[config.mk]
export PLATFORM = sky130hd
export DESIGN_NAME = circuito_exp6_seq_game_flat
export DESIGN_NICKNAME = d
export VERILOG_FILES = /design/src/rtl/circuito_exp6_seq_game_if.sv /design/src/rtl/circuito_exp6_seq_game.sv /design/src/flat_wrapper.sv
export SDC_FILE = /design/constraint.sdc
export NUM_CORES = 1
export LEC_CHECK = 0
export CORE_MARGIN = 2
export CORE_UTILIZATION = 41
export CTS_CLUSTER_DIAMETER = 100
export DETAILED_ROUTE_END_ITERATION = 16
export GPL_TIMING_DRIVEN = 0
export MAX_ROUTING_LAYER = met4
export REMOVE_ABC_BUFFERS = 1
export SYNTH_ARGS = -nofsm -noshare
export SYNTH_HDL_FRONTEND = slang
export SYNTH_SLANG_ARGS = --single-unit
export TNS_END_PERCENT = 30
[constraint.sdc]
create_clock -name clock -period 4 [get_ports clock]
set_input_delay 0.4 -clock clock [delete_from_list [all_inputs] [get_ports clock]]
set_output_delay 0.4 -clock clock [all_outputs]
set_load 0.005 [all_outputs]
[src/rtl/circuito_exp6_seq_game_if.sv]
// Signal bundle between the sequence-memory game and its environment.
// A play is the rising edge of |botoes; a game start is jogar held high in an idle or final state.
interface circuito_exp6_seq_game_if;
  logic       jogar;
  logic [3:0] botoes;
  logic [1:0] configuracao;
  logic       ganhou;
  logic       perdeu;
  logic       pronto;
  logic [3:0] leds;
  logic       timeout;
  logic       db_igual;
  logic [6:0] db_contagem;
  logic [6:0] db_memoria;
  logic [6:0] db_estado;
  logic [6:0] db_jogadafeita;
  logic       db_clock;
  logic       db_iniciar;
  logic       db_tem_jogada;
  logic       db_timeout;
  logic       db_fimRodada;
  logic       db_zeraCL;

  modport master (
    output jogar, botoes, configuracao,
    input  ganhou, perdeu, pronto, leds, timeout, db_igual, db_contagem, db_memoria,
           db_estado, db_jogadafeita, db_clock, db_iniciar, db_tem_jogada, db_timeout,
           db_fimRodada, db_zeraCL
  );

  modport slave (
    input  jogar, botoes, configuracao,
    output ganhou, perdeu, pronto, leds, timeout, db_igual, db_contagem, db_memoria,
           db_estado, db_jogadafeita, db_clock, db_iniciar, db_tem_jogada, db_timeout,
           db_fimRodada, db_zeraCL
  );
endinterface

[src/rtl/circuito_exp6_seq_game.sv]
// Sequence-memory game: each round the player repeats the stored moves and then appends one.
// Control FSM plus memory, counters, play register, display/timeout timer and 7-seg debug.
module circuito_exp6_seq_game #(
  parameter int CLK_HZ   = 1000,
  parameter int SHOW_CYC = 2 * CLK_HZ,
  parameter int TOUT_CYC = 5 * CLK_HZ
) (
  input logic                     clock,
  input logic                     reset,
  circuito_exp6_seq_game_if.slave game
);

  typedef enum logic [3:0] {
    S_INICIAL       = 4'h0,
    S_PREPARACAO    = 4'h1,
    S_EXIBE         = 4'h2,
    S_ESPERA_JOGADA = 4'h3,
    S_REGISTRA      = 4'h4,
    S_COMPARA       = 4'h5,
    S_PROXIMA       = 4'h6,
    S_ESPERA_ADD    = 4'h7,
    S_REGISTRA_ADD  = 4'h8,
    S_GRAVA         = 4'h9,
    S_PROX_RODADA   = 4'hA,
    S_FINAL_ACERTO  = 4'hB,
    S_FINAL_ERRO    = 4'hE,
    S_FINAL_TIMEOUT = 4'hF
  } state_t;

  localparam int         TMAX = ((SHOW_CYC > TOUT_CYC) ? SHOW_CYC : TOUT_CYC) - 1;
  localparam int         TW   = (TMAX > 0) ? $clog2(TMAX + 1) : 1;
  localparam logic [3:0] MEM0 = 4'b0001;

  function automatic logic [6:0] hex7(input logic [3:0] v);
    case (v)
      4'h0:    hex7 = 7'b1000000;
      4'h1:    hex7 = 7'b1111001;
      4'h2:    hex7 = 7'b0100100;
      4'h3:    hex7 = 7'b0110000;
      4'h4:    hex7 = 7'b0011001;
      4'h5:    hex7 = 7'b0010010;
      4'h6:    hex7 = 7'b0000010;
      4'h7:    hex7 = 7'b1111000;
      4'h8:    hex7 = 7'b0000000;
      4'h9:    hex7 = 7'b0010000;
      4'hA:    hex7 = 7'b0001000;
      4'hB:    hex7 = 7'b0000011;
      4'hC:    hex7 = 7'b1000110;
      4'hD:    hex7 = 7'b0100001;
      4'hE:    hex7 = 7'b0000110;
      4'hF:    hex7 = 7'b0001110;
      default: hex7 = 7'b1111111;
    endcase
  endfunction

  state_t        state_q, state_d;
  logic [3:0]    addr_q, addr_d;
  logic [3:0]    round_q, round_d;
  logic [1:0]    config_q, config_d;
  logic [3:0]    play_q;
  logic          any_q;
  logic [TW-1:0] timer_q, timer_d;
  logic [3:0]    mem_q [1:15];

  logic       tem_jogada;
  logic       igual;
  logic       waiting;
  logic       expired;
  logic       zera_cl;
  logic       mem_we;
  logic [3:0] mem_rd;
  logic [3:0] last_round;

  assign tem_jogada = (|game.botoes) & ~any_q;
  assign waiting    = (state_q == S_ESPERA_JOGADA) || (state_q == S_ESPERA_ADD);
  assign expired    = waiting && (timer_q >= TW'(TOUT_CYC - 1));
  assign igual      = (play_q == mem_rd);
  assign last_round = config_q[0] ? 4'd3 : 4'd15;

  // Entry 0 is the fixed first move; the rest are never read before grava has written them.
  always_comb begin
    mem_rd = MEM0;
    for (int i = 1; i < 16; i++) begin
      if (addr_q == 4'(i)) mem_rd = mem_q[i];
    end
  end

  always_ff @(posedge clock) begin
    for (int i = 1; i < 16; i++) begin
      if (mem_we && (round_q + 4'd1 == 4'(i))) mem_q[i] <= play_q;
    end
  end

  always_comb begin
    state_d  = state_q;
    addr_d   = addr_q;
    round_d  = round_q;
    config_d = config_q;
    zera_cl  = 1'b0;
    mem_we   = 1'b0;
    case (state_q)
      S_INICIAL:       if (game.jogar) state_d = S_PREPARACAO;
      S_PREPARACAO: begin
        addr_d   = 4'd0;
        round_d  = 4'd0;
        config_d = game.configuracao;
        zera_cl  = 1'b1;
        state_d  = S_EXIBE;
      end
      S_EXIBE:         if (timer_q == TW'(SHOW_CYC - 1)) state_d = S_ESPERA_JOGADA;
      S_ESPERA_JOGADA: begin
        if (tem_jogada)                   state_d = S_REGISTRA;
        else if (expired && config_q[1])  state_d = S_FINAL_TIMEOUT;
      end
      S_REGISTRA:      state_d = S_COMPARA;
      S_COMPARA: begin
        if (!igual)                       state_d = S_FINAL_ERRO;
        else if (addr_q < round_q)        state_d = S_PROXIMA;
        else if (round_q == last_round)   state_d = S_FINAL_ACERTO;
        else                              state_d = S_ESPERA_ADD;
      end
      S_PROXIMA: begin
        addr_d  = addr_q + 4'd1;
        state_d = S_ESPERA_JOGADA;
      end
      S_ESPERA_ADD: begin
        if (tem_jogada)                   state_d = S_REGISTRA_ADD;
        else if (expired && config_q[1])  state_d = S_FINAL_TIMEOUT;
      end
      S_REGISTRA_ADD:  state_d = S_GRAVA;
      S_GRAVA: begin
        mem_we  = 1'b1;
        state_d = S_PROX_RODADA;
      end
      S_PROX_RODADA: begin
        round_d = round_q + 4'd1;
        addr_d  = 4'd0;
        zera_cl = 1'b1;
        state_d = S_ESPERA_JOGADA;
      end
      S_FINAL_ACERTO, S_FINAL_ERRO, S_FINAL_TIMEOUT: begin
        if (game.jogar) state_d = S_PREPARACAO;
      end
      default:         state_d = S_INICIAL;
    endcase
  end

  // One timer serves the display phase and the idle timeout; any state change restarts it.
  always_comb begin
    timer_d = timer_q;
    if ((state_d != state_q) || (waiting && tem_jogada)) begin
      timer_d = '0;
    end else if (((state_q == S_EXIBE) || waiting) && (timer_q != TW'(TMAX))) begin
      timer_d = timer_q + 1'b1;
    end
  end

  always_ff @(posedge clock or posedge reset) begin
    if (reset) begin
      state_q  <= S_INICIAL;
      addr_q   <= 4'd0;
      round_q  <= 4'd0;
      config_q <= 2'b00;
      play_q   <= 4'd0;
      any_q    <= 1'b0;
      timer_q  <= '0;
    end else begin
      state_q  <= state_d;
      addr_q   <= addr_d;
      round_q  <= round_d;
      config_q <= config_d;
      any_q    <= |game.botoes;
      timer_q  <= timer_d;
      if (tem_jogada) play_q <= game.botoes;
    end
  end

  assign game.ganhou         = (state_q == S_FINAL_ACERTO);
  assign game.perdeu         = (state_q == S_FINAL_ERRO) || (state_q == S_FINAL_TIMEOUT);
  assign game.pronto         = game.ganhou || game.perdeu;
  assign game.timeout        = (state_q == S_FINAL_TIMEOUT);
  assign game.leds           = (state_q == S_EXIBE) ? MEM0 : game.botoes;
  assign game.db_igual       = igual;
  assign game.db_contagem    = hex7(addr_q);
  assign game.db_memoria     = hex7(mem_rd);
  assign game.db_estado      = hex7(state_q);
  assign game.db_jogadafeita = hex7(play_q);
  assign game.db_clock       = clock;
  assign game.db_iniciar     = game.jogar;
  assign game.db_tem_jogada  = tem_jogada;
  assign game.db_timeout     = expired;
  assign game.db_fimRodada   = (addr_q == round_q);
  assign game.db_zeraCL      = zera_cl;

endmodule

[src/flat_wrapper.sv]
// flat-port wrapper written by rule: the top's interface ports become plain ports
module circuito_exp6_seq_game_flat 
#(
  parameter int CLK_HZ   = 1000,
  parameter int SHOW_CYC = 2 * CLK_HZ,
  parameter int TOUT_CYC = 5 * CLK_HZ
)
  (clock, reset, game_jogar, game_botoes, game_configuracao, game_ganhou, game_perdeu, game_pronto, game_leds, game_timeout, game_db_igual, game_db_contagem, game_db_memoria, game_db_estado, game_db_jogadafeita, game_db_clock, game_db_iniciar, game_db_tem_jogada, game_db_timeout, game_db_fimRodada, game_db_zeraCL);
  circuito_exp6_seq_game_if game_i ();
  input logic clock;
  input logic reset;
  input wire logic [$bits(game_i.jogar)-1:0] game_jogar;
  input wire logic [$bits(game_i.botoes)-1:0] game_botoes;
  input wire logic [$bits(game_i.configuracao)-1:0] game_configuracao;
  output wire logic [$bits(game_i.ganhou)-1:0] game_ganhou;
  output wire logic [$bits(game_i.perdeu)-1:0] game_perdeu;
  output wire logic [$bits(game_i.pronto)-1:0] game_pronto;
  output wire logic [$bits(game_i.leds)-1:0] game_leds;
  output wire logic [$bits(game_i.timeout)-1:0] game_timeout;
  output wire logic [$bits(game_i.db_igual)-1:0] game_db_igual;
  output wire logic [$bits(game_i.db_contagem)-1:0] game_db_contagem;
  output wire logic [$bits(game_i.db_memoria)-1:0] game_db_memoria;
  output wire logic [$bits(game_i.db_estado)-1:0] game_db_estado;
  output wire logic [$bits(game_i.db_jogadafeita)-1:0] game_db_jogadafeita;
  output wire logic [$bits(game_i.db_clock)-1:0] game_db_clock;
  output wire logic [$bits(game_i.db_iniciar)-1:0] game_db_iniciar;
  output wire logic [$bits(game_i.db_tem_jogada)-1:0] game_db_tem_jogada;
  output wire logic [$bits(game_i.db_timeout)-1:0] game_db_timeout;
  output wire logic [$bits(game_i.db_fimRodada)-1:0] game_db_fimRodada;
  output wire logic [$bits(game_i.db_zeraCL)-1:0] game_db_zeraCL;
  assign game_i.jogar = game_jogar;
  assign game_i.botoes = game_botoes;
  assign game_i.configuracao = game_configuracao;
  assign game_ganhou = game_i.ganhou;
  assign game_perdeu = game_i.perdeu;
  assign game_pronto = game_i.pronto;
  assign game_leds = game_i.leds;
  assign game_timeout = game_i.timeout;
  assign game_db_igual = game_i.db_igual;
  assign game_db_contagem = game_i.db_contagem;
  assign game_db_memoria = game_i.db_memoria;
  assign game_db_estado = game_i.db_estado;
  assign game_db_jogadafeita = game_i.db_jogadafeita;
  assign game_db_clock = game_i.db_clock;
  assign game_db_iniciar = game_i.db_iniciar;
  assign game_db_tem_jogada = game_i.db_tem_jogada;
  assign game_db_timeout = game_i.db_timeout;
  assign game_db_fimRodada = game_i.db_fimRodada;
  assign game_db_zeraCL = game_i.db_zeraCL;
  circuito_exp6_seq_game #(.CLK_HZ(CLK_HZ), .SHOW_CYC(SHOW_CYC), .TOUT_CYC(TOUT_CYC)) u_core (.clock(clock), .reset(reset), .game(game_i));
endmodule
==> results of run 1 <==
[stage by stage]
step                 TNS (ns)  area (um2)  hold slack (ns)
finish                -0.0859        7590            0.367
global route           -0.820        7590            0.445
CTS                 -0.000150        7490            0.526
detailed placement     -10.99        6810            0.515
global placement       -10.19        6810            0.499
floorplan                   0        6060            0.400
[cell families (layout without fill, tap and decap cells)]
group	after synthesis	count (layout)	synth area share
adders and majority gates	35	35	0.0700
AOI/OAI and AO/OA	179	179	0.192
xor gates and xnor gates	18	18	0.0252
buffers and inverters	80	138	0.0556
muxes	28	28	0.0494
DFF	92	92	0.416
and+or+nand+nor	238	238	0.191
[worst max-delay path: stages, from the launching register on]
cell	delay, ns
dfrtp_2	0.39
buf_4	0.19
ha_4	0.24
buf_6	0.20
nand3b_1	0.08
o21ai_0	0.40
a41oi_2	0.22
a31oi_2	0.33
a21oi_4	0.11
buf_4	0.17
nor2b_1	0.14
a211oi_2	0.05
a21oi_1	0.13
clkdlybuf4s50_1	0.52
[cells in the mapped netlist (all sizes together) (7+ instances only)]
cell type	number
nand2	70
edfxtp	60
nor2	57
o21ai	41
inv	40
a21oi	36
ha	35
dfrtp	32
buf	21
nor2b	20
nor3	19
clkbuf	18
nand3	18
mux2i	17
o22ai	16
mux2	10
o211ai	10
xor2	10
a22o	9
nand2b	8
xnor2	8
a22oi	7
a31oi	7
or3b	7
[routing by layer]
layer	vias to the layer above	global-route usage	share of wire
li1	2569	-	-
met1	2660	0.306	0.44
met2	231	0.361	0.47
met3	40	0.0423	0.067
met4	0	0.0743	0.024
met5	-	-	0
[area by class of cell]
class,instances,area [um2],share of cell area
inverter,41,170,0.0224
timing repair buffer,77,736,0.0969
sequential,92,2620,0.344
tap,188,235,0.0310
clock buffer,14,324,0.0427
multi-input combinational,498,3450,0.454
clock inverter,6,63.8,0.00840
[registers in the layout (all words and copies together), names as in the netlist]
name,flops
u_core.addr_q,4
u_core.any_q,1
u_core.config_q,2
u_core.mem_q,60
u_core.play_q,4
u_core.round_q,4
u_core.state_q,4
u_core.timer_q,13
[path summary, 6_finish.rpt]
| path | startpoint | to | slack, ns |
|---|---|---|---|
| setup / recovery | u_core.addr_q[0]$_DFFE_PP0P_ | game_db_memoria[3] | -0.05 |
| hold / removal | reset | u_core.timer_q[2]$_DFFE_PP0P_ | 0.37 |
| setup reg to reg | u_core.state_q[3]$_DFF_PP0_ | u_core.timer_q[5]$_DFFE_PP0P_ | 0.38 |
| hold reg to reg | u_core.any_q$_DFF_PP0_ | u_core.play_q[1]$_DFFE_PP0P_ | 0.54 |
| max in group asynchronous | reset | u_core.addr_q[3]$_DFFE_PP0P_ | 3.10 |
| min in group clock | u_core.any_q$_DFF_PP0_ | u_core.play_q[1]$_DFFE_PP0P_ | 0.54 |
[power groups by stage]
stage	Combinational [mW]	Sequential [mW]	Clock [mW]
after detailed placement	1.48	1.30	0.0211
final	1.58	1.28	1.05
after global placement	1.46	1.29	0.0211
after global routing	1.73	1.29	1.11
after floorplan	0.930	1.23	0
after CTS	1.55	1.27	1.06
[what timing repair did]
action                                  4_1_cts  5_1_grt
buffers inserted                             21        6
pin swaps                                     6        4
resized for setup                            36       16
endpoints found under the setup margin       23        8
[placed cells by master (no fill, tap or decap), drive strengths merged, types with 7 or more instances in the layout]
master and instances:
a21oi 36, mux2 10, inv 42, nand2b 8
edfxtp 60, a31oi 7, or3b 7, xor2 10
a22oi 7, o22ai 16, mux2i 17, xnor2 8
clkdlybuf4s50 49, o211ai 10, o21ai 41, nand3 18
a22o 9, nor2b 20, dfrtp 32, nor2 57
buf 27, clkbuf 13, ha 35, nor3 19
nand2 70
==> summary.txt, run 1 <==
Final layout
  – Area grow syn2layout: 21.4%
  – Layout Cells excl Fill: 916
  – Final #Nets: 767
  – Fraction of layout cells with a size suffix above 1: 0.147
  – Fill cells: 1387
  – Fin util: 0.505
  – Antenna diode count: 0

Logic synthesis
  – Post-synth top area share: 0.288
  – Distinct cells, synth: 74
  – Area leader, netlist: edfxtp_1
  – Async set-reset flop share out of synthesis: 0.348
  – Syn Inst Count: 670
  – Post-Synthesis Cell Area: 6250 um2
  – Mean post-synth cell area: 9.34 um2
  – Sequential share of the synthesized area: 0.416
  – #FFs+latches synth: 92
  – YS warnings: 0
  – Top area cells in the synthesized netlist: edfxtp_1 29%, dfrtp_1 13%, ha_1 7.0%
  – Main synth FF type: edfxtp_1
  – EDFF count, synth: 60

Setup path
  – Worst setup SP type: flop
  – Worst Setup End Kind: output pin
  – Crit path kind: reg -> out
  – Critical Path AT: 3.65 ns
  – Max FO, Critical Path: 14
  – Worst r2r path cells: 8
  – CP required: 3.60 ns

Clocking
  – Skew-Pair Late Insertion Delay: 0.47 ns
  – CTS tree: yes
  – Clk slew on worst S/H paths: approximately 0.070 ns
  – Hold-fix buffers, CTS: 0

STA
  – Period utilization: 1.01
  – Max-slew violations: 0
  – Final WS setup: -0.0483 ns
  – Final hold vios: 0
  – Unrepaired setup endpoints after global routing: true
  – Actual slew at the worst max-slew pin: 1.06 ns
  – Final Skew: roughly 0.0072 ns
  – Fmax: 247 MHz
  – Slew margin rel.: 0.293
  – Fin crit period: between 4 and 5 ns
  – Final setup fails: 3

Route
  – Detailed-route via count: 5500
  – Iter 0 DRT Violations: between 400 and 500
  – Drt via density: between 6 and 7
  – Drt pass-1 iters: 5
  – Avg WL per Cell: 19.6 um
  – ANT nets after route: 0
  – Drt total wl: approximately 18 mm
  – DRC viols: 0

Pwr
  – LEAKAGE: roughly 2.8 nW
  – Net Sw Frac: 0.381
  – PD cells: 514 nW/um2
  – Internal: 2.42 mW
  – Worst VDD drop: 381 uV
  – Total power: 3.91 mW
  – Part of the power in registers: 0.327
  – Net load switching power: roughly 1.5 mW
  – Logic pwr share: 0.405
  – Clock power share: 0.268

Placement
  – Gpl congestion: between 0.8 and 0.9
  – Pre-CTS setup slack: -0.945 ns
  – Post-placement cell count: 870
  – Post-DP HPWL: 11.4 mm
  – Port-buffer cells: 51

Floorplanning
  – Die Y: 128 um
  – Die width: 128 um
  – Initial core utilization: 0.416
  – Number of cell rows: 45
  – Core Box Area: 15000 um2
  – Ports: 52
  – Die Area: 16300 um2

Flow run
  – Max-Cap Viols: 0

GRT
  – Largest net degree at the start of global routing: 33
  – First-pass GRT wire length: 28.7 mm
  – Initial antenna violation count: 0
  – Vias in the first global route: 5204
  – Grt ovf: 0
  – Gr usage total: 0.231

Worst hold path
  – Worst hold path class: in -> async

Status
  – Outcome: complete, but fails checks
  – Failing checks: negative setup slack
(Power assumes the default switching activity.)
==> inputs of run 2 (changes only) <==
--- a/config.mk
+++ b/config.mk
@@ -7,11 +7,12 @@
 export LEC_CHECK = 0
 export CORE_MARGIN = 2
 export CORE_UTILIZATION = 41
-export CTS_CLUSTER_DIAMETER = 100
+export CTS_CLUSTER_DIAMETER = 150
 export DETAILED_ROUTE_END_ITERATION = 16
 export GPL_TIMING_DRIVEN = 0
 export MAX_ROUTING_LAYER = met4
 export REMOVE_ABC_BUFFERS = 1
+export SLEW_MARGIN = 5
 export SYNTH_ARGS = -nofsm -noshare
 export SYNTH_HDL_FRONTEND = slang
 export SYNTH_SLANG_ARGS = --single-unit
==> results of run 2 <==
No change in the layout: final DEF, timing and power equal those of run 1.
==> inputs of run 3 (changes only) <==
--- a/config.mk
+++ b/config.mk
@@ -8,6 +8,7 @@
 export CORE_MARGIN = 2
 export CORE_UTILIZATION = 41
 export CTS_CLUSTER_DIAMETER = 150
+export CTS_CLUSTER_SIZE = 24
 export DETAILED_ROUTE_END_ITERATION = 16
 export GPL_TIMING_DRIVEN = 0
 export MAX_ROUTING_LAYER = met4
==> results of run 3 <==
No change in the layout: final DEF, timing and power equal those of run 1.
